$ cat src/rtl/adr_pkg.sv
// Shared address-source select codes and the adr_sequencer state encoding.
// Also used by the address maker, so the SEL codes must not be renumbered.
package adr_pkg;

  localparam logic [2:0] ADR_NONE = 3'd0;
  localparam logic [2:0] ADR_RT   = 3'd1;
  localparam logic [2:0] ADR_RG   = 3'd2;
  localparam logic [2:0] ADR_WT   = 3'd3;
  localparam logic [2:0] ADR_WG   = 3'd4;

  typedef enum logic [3:0] {
    ST_IDLE  = 4'd0,
    ST_RD_T  = 4'd1,
    ST_RD_G  = 4'd2,
    ST_WAIT  = 4'd3,
    ST_WR_T  = 4'd4,
    ST_WR_G  = 4'd5,
    ST_QNEXT = 4'd6,
    ST_PNEXT = 4'd7,
    ST_DONE  = 4'd8
  } seq_state_e;

endpackage

$ cat src/rtl/adr_sequencer.sv
// Walks every pixel through 4 quadrants of read T/G, wait, write T/G for the address maker.
// Optional quadrant-zero consistency check: define ADR_SEQ_QCHECK_EN.
module adr_sequencer
  import adr_pkg::*;
#(
  parameter int PIX_W    = 8,
  parameter int N_PIX    = 256,
  parameter int WAIT_CYC = 1
) (
  input  logic             in_Clock,
  input  logic             in_Reset_n,
  input  logic             start,
  input  logic             stall,
  input  logic             quad_z,
  output logic [PIX_W-1:0] A,
  output logic [2:0]       SEL,
  output logic             re,
  output logic             we,
  output logic             QUAD_inc,
  output logic             TOG_inc,
  output logic             busy,
  output logic             done,
  output logic             err
);

  localparam int WAIT_W = (WAIT_CYC > 1) ? $clog2(WAIT_CYC) : 1;
  localparam logic [WAIT_W-1:0] WAIT_LAST = WAIT_W'(WAIT_CYC - 1);
  localparam logic [PIX_W-1:0]  LAST_PIX  = PIX_W'(N_PIX - 1);

  seq_state_e        state_q, state_d;
  logic [PIX_W-1:0]  a_q, a_d;
  logic [1:0]        quad_q, quad_d;
  logic [WAIT_W-1:0] wait_q, wait_d;

  logic [2:0] sel_s;
  logic       re_s, we_s, qinc_s, tinc_s, busy_s, done_s;

  always_ff @(posedge in_Clock or negedge in_Reset_n) begin
    if (!in_Reset_n) begin
      state_q <= ST_IDLE;
      a_q     <= '0;
      quad_q  <= 2'd0;
      wait_q  <= '0;
    end else begin
      state_q <= state_d;
      a_q     <= a_d;
      quad_q  <= quad_d;
      wait_q  <= wait_d;
    end
  end

  // Outputs decode the registered state; only re/we also see stall so a stalled access is dropped.
  always_comb begin
    state_d = state_q;
    a_d     = a_q;
    quad_d  = quad_q;
    wait_d  = wait_q;
    sel_s   = ADR_NONE;
    re_s    = 1'b0;
    we_s    = 1'b0;
    qinc_s  = 1'b0;
    tinc_s  = 1'b0;
    busy_s  = 1'b1;
    done_s  = 1'b0;
    case (state_q)
      ST_IDLE: begin
        busy_s = 1'b0;
        if (start) state_d = ST_RD_T;
        else       state_d = ST_IDLE;
      end
      ST_RD_T: begin
        sel_s = ADR_RT;
        if (stall) begin
          state_d = ST_RD_T;
        end else begin
          re_s    = 1'b1;
          state_d = ST_RD_G;
        end
      end
      ST_RD_G: begin
        sel_s = ADR_RG;
        if (stall) begin
          state_d = ST_RD_G;
        end else begin
          re_s    = 1'b1;
          wait_d  = '0;
          state_d = ST_WAIT;
        end
      end
      ST_WAIT: begin
        if (wait_q == WAIT_LAST) begin
          wait_d  = '0;
          state_d = ST_WR_T;
        end else begin
          wait_d  = wait_q + WAIT_W'(1);
          state_d = ST_WAIT;
        end
      end
      ST_WR_T: begin
        sel_s = ADR_WT;
        if (stall) begin
          state_d = ST_WR_T;
        end else begin
          we_s    = 1'b1;
          state_d = ST_WR_G;
        end
      end
      ST_WR_G: begin
        sel_s = ADR_WG;
        if (stall) begin
          state_d = ST_WR_G;
        end else begin
          we_s    = 1'b1;
          state_d = ST_QNEXT;
        end
      end
      ST_QNEXT: begin
        qinc_s = 1'b1;
        quad_d = quad_q + 2'd1;
        if (quad_q == 2'd3) state_d = ST_PNEXT;
        else                state_d = ST_RD_T;
      end
      ST_PNEXT: begin
        tinc_s = 1'b1;
        if (a_q == LAST_PIX) begin
          state_d = ST_DONE;
        end else begin
          a_d     = a_q + PIX_W'(1);
          state_d = ST_RD_T;
        end
      end
      ST_DONE: begin
        busy_s  = 1'b0;
        done_s  = 1'b1;
        a_d     = '0;
        state_d = ST_IDLE;
      end
      default: begin
        busy_s  = 1'b0;
        a_d     = '0;
        quad_d  = 2'd0;
        wait_d  = '0;
        state_d = ST_IDLE;
      end
    endcase
  end

  assign A        = a_q;
  assign SEL      = sel_s;
  assign re       = re_s;
  assign we       = we_s;
  assign QUAD_inc = qinc_s;
  assign TOG_inc  = tinc_s;
  assign busy     = busy_s;
  assign done     = done_s;

`ifdef ADR_SEQ_QCHECK_EN
  logic err_q;

  // Sticky flag: the address maker's quadrant-zero view must agree with ours while in RD_T.
  always_ff @(posedge in_Clock or negedge in_Reset_n) begin
    if (!in_Reset_n) begin
      err_q <= 1'b0;
    end else if ((state_q == ST_RD_T) && (quad_z != (quad_q == 2'd0))) begin
      err_q <= 1'b1;
    end else begin
      err_q <= err_q;
    end
  end

  assign err = err_q;
`else
  logic unused_quad_z;
  assign unused_quad_z = quad_z;
  assign err           = 1'b0;
`endif

endmodule

$ cat config.mk
export PLATFORM = sky130hd
export DESIGN_NAME = adr_sequencer
export DESIGN_NICKNAME = d
export VERILOG_FILES = /design/src/rtl/adr_pkg.sv /design/src/rtl/adr_sequencer.sv
export SDC_FILE = /design/constraint.sdc
export NUM_CORES = 1
export LEC_CHECK = 0
export BUFFER_PORTS_ARGS = -buffer_cell sky130_fd_sc_hd__buf_2
export CORE_MARGIN = 2
export CORE_UTILIZATION = 37
export CTS_CLUSTER_DIAMETER = 100
export DETAILED_ROUTE_END_ITERATION = 8
export PLACE_DENSITY = 0.59
export REMOVE_ABC_BUFFERS = 1
export SLEW_MARGIN = 20
export SYNTH_ARGS = -nofsm -noshare
export SYNTH_HDL_FRONTEND = slang
export SYNTH_SLANG_ARGS = --single-unit
$ cat constraint.sdc
create_clock -name in_Clock -period 1.85 [get_ports in_Clock]
set_clock_uncertainty 0.1 [all_clocks]
set_input_delay 0.37 -clock in_Clock [delete_from_list [all_inputs] [get_ports in_Clock]]
set_output_delay 0.37 -clock in_Clock [all_outputs]
set_load 0.03 [all_outputs]
# --- Yosys cells after proc, flatten, opt, wreduce, memory -nomap -nowiden ---
# Cells that the tools add are included.
word_totals:
  output_inout_bits: 18
  register_bits: 15
op_classes:
  n_mux: 23
  n_reduce_logical: 9
  n_bitwise: 2
  eq_ne: 12
  add_sub_neg: 3
ops:
  columns: ["operator", "count"]
  rows:
  - ["4-bit case mux with 8 select lines", 1]
  - ["7-bit OR reduction", 3]
  - ["4-bit by 3-bit == test with 1-bit output (second input constant)", 4]
  - ["8-bit case mux with 2 select lines", 1]
  - ["1-bit 2-to-1 mux", 12]
  - ["3-bit case mux with 4 select lines", 1]
  - ["8-bit by 1-bit adder with 8-bit output (second input constant)", 1]
  - ["4-bit by 2-bit == test with 1-bit output (second input constant)", 2]
  - ["8-bit == test (second input constant)", 1]
  - ["8-bit 2-to-1 mux", 1]
  - ["8-bit OR reduction", 1]
  - ["3-bit 2-to-1 mux", 2]
  - ["4-bit by 1-bit == test with 1-bit output (second input constant)", 1]
  - ["4-bit == test (second input constant)", 1]
  - ["4-bit zero test", 1]
  - ["2-bit 2-to-1 mux", 2]
  - ["4-bit 2-to-1 mux", 1]
  - ["2-bit != test (second input constant)", 2]
  - ["2-bit case mux with 2 select lines", 1]
  - ["2-bit AND reduction", 2]
  - ["2-bit OR reduction", 2]
  - ["1-bit case mux with 3 select lines", 1]
  - ["2-bit by 1-bit adder with 2-bit output (second input constant)", 1]
  - ["2-bit == test (second input constant)", 1]
  - ["2 further kinds", 3]

# --- Logic depth before layout (Yosys ltp) ---
logic_depth:
  depth_word: 4
  ltp_mapped: 5
  depth_no_buf: 5

# --- Worst setup path after synthesis ---
# Ideal clock, no wire load.
synth_path:
  path_kind: "reg-to-output"
  from: "register state_q[1]"
  to: "output port done"
  required_time_ns: 1.380
  setup_slack_ns: -0.399
  path_stages_with_launch: 4
  path_buffers: 2
  t_arrival_ns: 1.779
  cell_sequence: "dfrtp_1 > buf_4 > clkbuf_1 > nor4b_1"
synth_between:
  elab_chain_len: 2
synth_lines:
  columns: ["item", "line", "source"]
  rows:
  - ["start, declared", "adr_sequencer.sv:30", "seq_state_e state_q, state_d;"]
  - ["start signal, assigned", "adr_sequencer.sv:45", "state_q <= state_d;"]
  - ["4-bit == test", "adr_sequencer.sv:65", "case (state_q)"]
  - ["1-bit 2-to-1 mux", "adr_sequencer.sv:65", null]
  - ["end, declared", "adr_sequencer.sv:22", "output logic done,"]
# Every way passes these cells.

# --- Worst setup path in the final report ---
layout_path:
  from: "register state_q[1]"
  to: "output port re"
layout_between:
  elab_chain_len: 3
  elab_cells_between_ends: 4
  classes_between: "eq/ne: 2; mux: 1; reduce/logical: 1"
layout_lines:
  columns: ["item", "line", "source"]
  rows:
  - ["4-bit by 2-bit == test with 1-bit output / 4-bit by 1-bit == test with 1-bit output (equally long branches)", "adr_sequencer.sv:65", null]
  - ["2-bit OR reduction (no line) (*)", null, null]
  - ["1-bit 2-to-1 mux (*)", null, null]
  - ["end, declared", "adr_sequencer.sv:17", "output logic re,"]
# Mark *: on every way between the ends. The rest lies on a longest branch, timed or not.

==> out/qor.csv <==
metric;value;unit
Synth Area in Simple Gates;0.253;
DR WL/cell;12.9;um
worst skew pair latency;0.28;ns
grt total ovfl;0;
clock sinks;14;
initial antenna violation count;0;
Synth area leaders;dfrtp_1 (41%), nor3_1 (4.1%), o21ai_0 (4.1%), xnor2_1 (4.1%), and3_1 (2.9%);
CTS HTree Levels;1;
count leader, synth;dfrtp_1;
VDD IR max;0.832;mV
main combinational cell family by area after synthesis;simple AND/OR/NAND/NOR gates;
most common flop cell mapped by yosys;dfrtp_1;
Hold WS;0.324;ns
# IOs;23;
crit start category;flip-flop;
initial core utilization;0.388;
post-synthesis mux area share;0.0250;
clock slew at reported path FFs;0.09;ns
r2r startpoint;state_q[2];
via count;815;
Post-Synth XOR/XNOR Area;0.0515;
Synth top area share;0.412;
RSZ-0062 raised after global routing;true;
total power;1950;uW
worst endpoint required time;1.38;ns
number of diodes;0;
Total GRT Usage;0.163;
first-pass GRT wire length;3.20;mm
crit-path max FO;6;
Clock Path Buffers;2;
Mapped Area;851;um^2
critical path's top delay family;flip-flops;
Worst Hold End;state_q[1];
Compound-Gate Fraction of Synth Area;0.179;
nets;137;
hold path startpoint;stall;
worst endpoint data arrival time;1.49;ns
DRC;0;
setup ws final;-0.111;ns
Max-cap violations;0;
vias in the first global route;715;
number of warnings issued by yosys;0;
Yosys top cell by area;dfrtp_1;
crit path time final;1.96;ns
vias per cell;5.19;
Syn Inst Count;93;
CP Cell Sequence;buf_6 -> xnor2_2 -> nor4_1 -> buf_4;
Num CTS Buffers;3;
CP max stage cell;dfrtp_2;
period utilization;1.06;
First-pass DRT Iterations;4;
CP peak stage delay;0.46;ns
largest net degree at the start of global routing;15;
Yosys cell types;39;
sequential share of the synthesized area;0.412;
R2R depth;6;
drt total wl;2.03;mm
syn_area_per_cell;9.15;um^2
top cells by instance count after synthesis;dfrtp_1 (14), nor3_1 (7), o21ai_0 (7), nand2_1 (5);
area delta synth->final;42.5;%
Final Setup Violations;1;
Core Rows;17;
R2R Path End;A[7];
post-DP HPWL;1.36;mm
flop2flop setup slack;0.09;ns
Hold Path Stages;4;
die area;2700;um^2
synthesized-area fraction occupied by adder cells;0.0294;
number of synthesized flops with an enable pin;0;
fraction of layout cells with a size suffix above 1;0.450;
failing checks;negative setup slack;
Buf+Inv Stages, Crit Path;2;
outcome;finished with violations;
Iter 0 DRT Violations;21;
CP endpoint kind;primary output;
Worst Hold Class;primary input to flip-flop;
Core Region;2190;um^2
fraction of registers with async set/reset;1.00;
DRT antenna net count;0;
Slew Viols, Final;0;
Setup CP Type;flip-flop to primary output;
die span in y;52.0;um
setup TNS;-0.111;ns
fmax;510;MHz
CTS root buf;clkbuf_4;
quantity of I/O buffers inserted on ports;20;
DIE WIDTH;52.0;um
Filler Cells Inserted;204;
pwr dens;1610;nW/um^2
CTS tree;done;
Final Hold Viols;0;
synthesized flop and latch total;14;
GPL Wtd Cong;0.767;
leak pwr;0.000577;uW
registers in the layout, indices dropped and copies added, names as in the netlist:
signal   flops
A            8
quad_q       2
state_q      4
final cells by class:
class	instances	area, um^2	area share
clock buffer	4	36.3	0.0299
inverter	2	7.51	0.00619
timing repair buffer	38	264	0.218
tap	28	35.0	0.0289
multi-input combinational	71	514	0.424
sequential	14	355	0.293
repair_timing:
item,CTS,global route
hold buffers,1,0
setup buffers,5,3
pin swaps,0,2
gates resized for setup,11,14
endpoints found under the hold margin,14,0
setup endpoints to repair,6,10
how the worst max path moves through the flow:
stage | endpoint | startpoint | slack, ns | depth (start not counted)
4_1_cts | SEL[2] | state_q[3] | 0.002 | 3
5_1_grt | re | state_q[1] | -0.12 | 4
2_1_floorplan | done | state_q[1] | -0.25 | 1
6_report | re | state_q[1] | -0.11 | 4
3_5_place_dp | A[7] | A[0] | 0.11 | 5
3_3_place_gp | A[7] | A[0] | 0.16 | 5
cell usage in the layout (no fill, tap or decap), types with 4 or more instances in the layout:
| master | count |
|---|---|
| buf_4 | 20 |
| buf_2 | 13 |
| dfrtp_1 | 10 |
| o21ai_0 | 7 |
| nor3_1 | 6 |
| nand2_1 | 5 |
| and3_1 | 4 |
| nor2_1 | 4 |
| dfrtp_2 | 4 |
worst reg2reg max path: cells and delay by family (launching register included):
kind                   cells  cell delay [ns]
and+or+nand+nor            2             0.70
DFF                        1             0.37
AOI/OAI and AO/OA          2             0.25
buffers and inverters      2             0.25
stage by stage:
step / setup slack (ns) / cell area (um^2) / cells / utilization
floorplan: -0.250 / 820 / 87 / -
global placement: 0.158 / 1020 / 144 / 0.467
detailed placement: 0.105 / 1020 / 144 / 0.467
CTS: 0.00177 / 1130 / 154 / 0.515
global route: -0.122 / 1210 / 157 / 0.553
finish: -0.111 / 1210 / 157 / 0.553
where the power goes:
group | leakage (uW) | internal (uW) | switching [uW] | total, uW
registers | 0.000176 | 403 | 97.8 | 501
logic | 0.000380 | 562 | 668 | 1230
clock network | 0.0000210 | 120 | 96.9 | 217
total | 0.000577 | 1090 | 863 | 1950
layer usage:
layer  track usage  part of all wire  up-vias  wire, um
met5             0                 0        -         0
met4        0.0526            0.0039        0         8
met3        0.0517             0.044        3        89
met2         0.249              0.48       15       972
met1         0.218              0.47      385       960
li1              -                 -      412         -
logic make-up after synthesis:
logic type                 after synthesis
and+or+nand+nor                         38
AOI/OAI and AO/OA                       23
DFF                                     14
buffers and inverters                    8
xor gates and xnor gates                 5
adders and majority gates                2
muxes                                    2
other                                    1
Note: power is estimated with default switching activity, not from simulation.
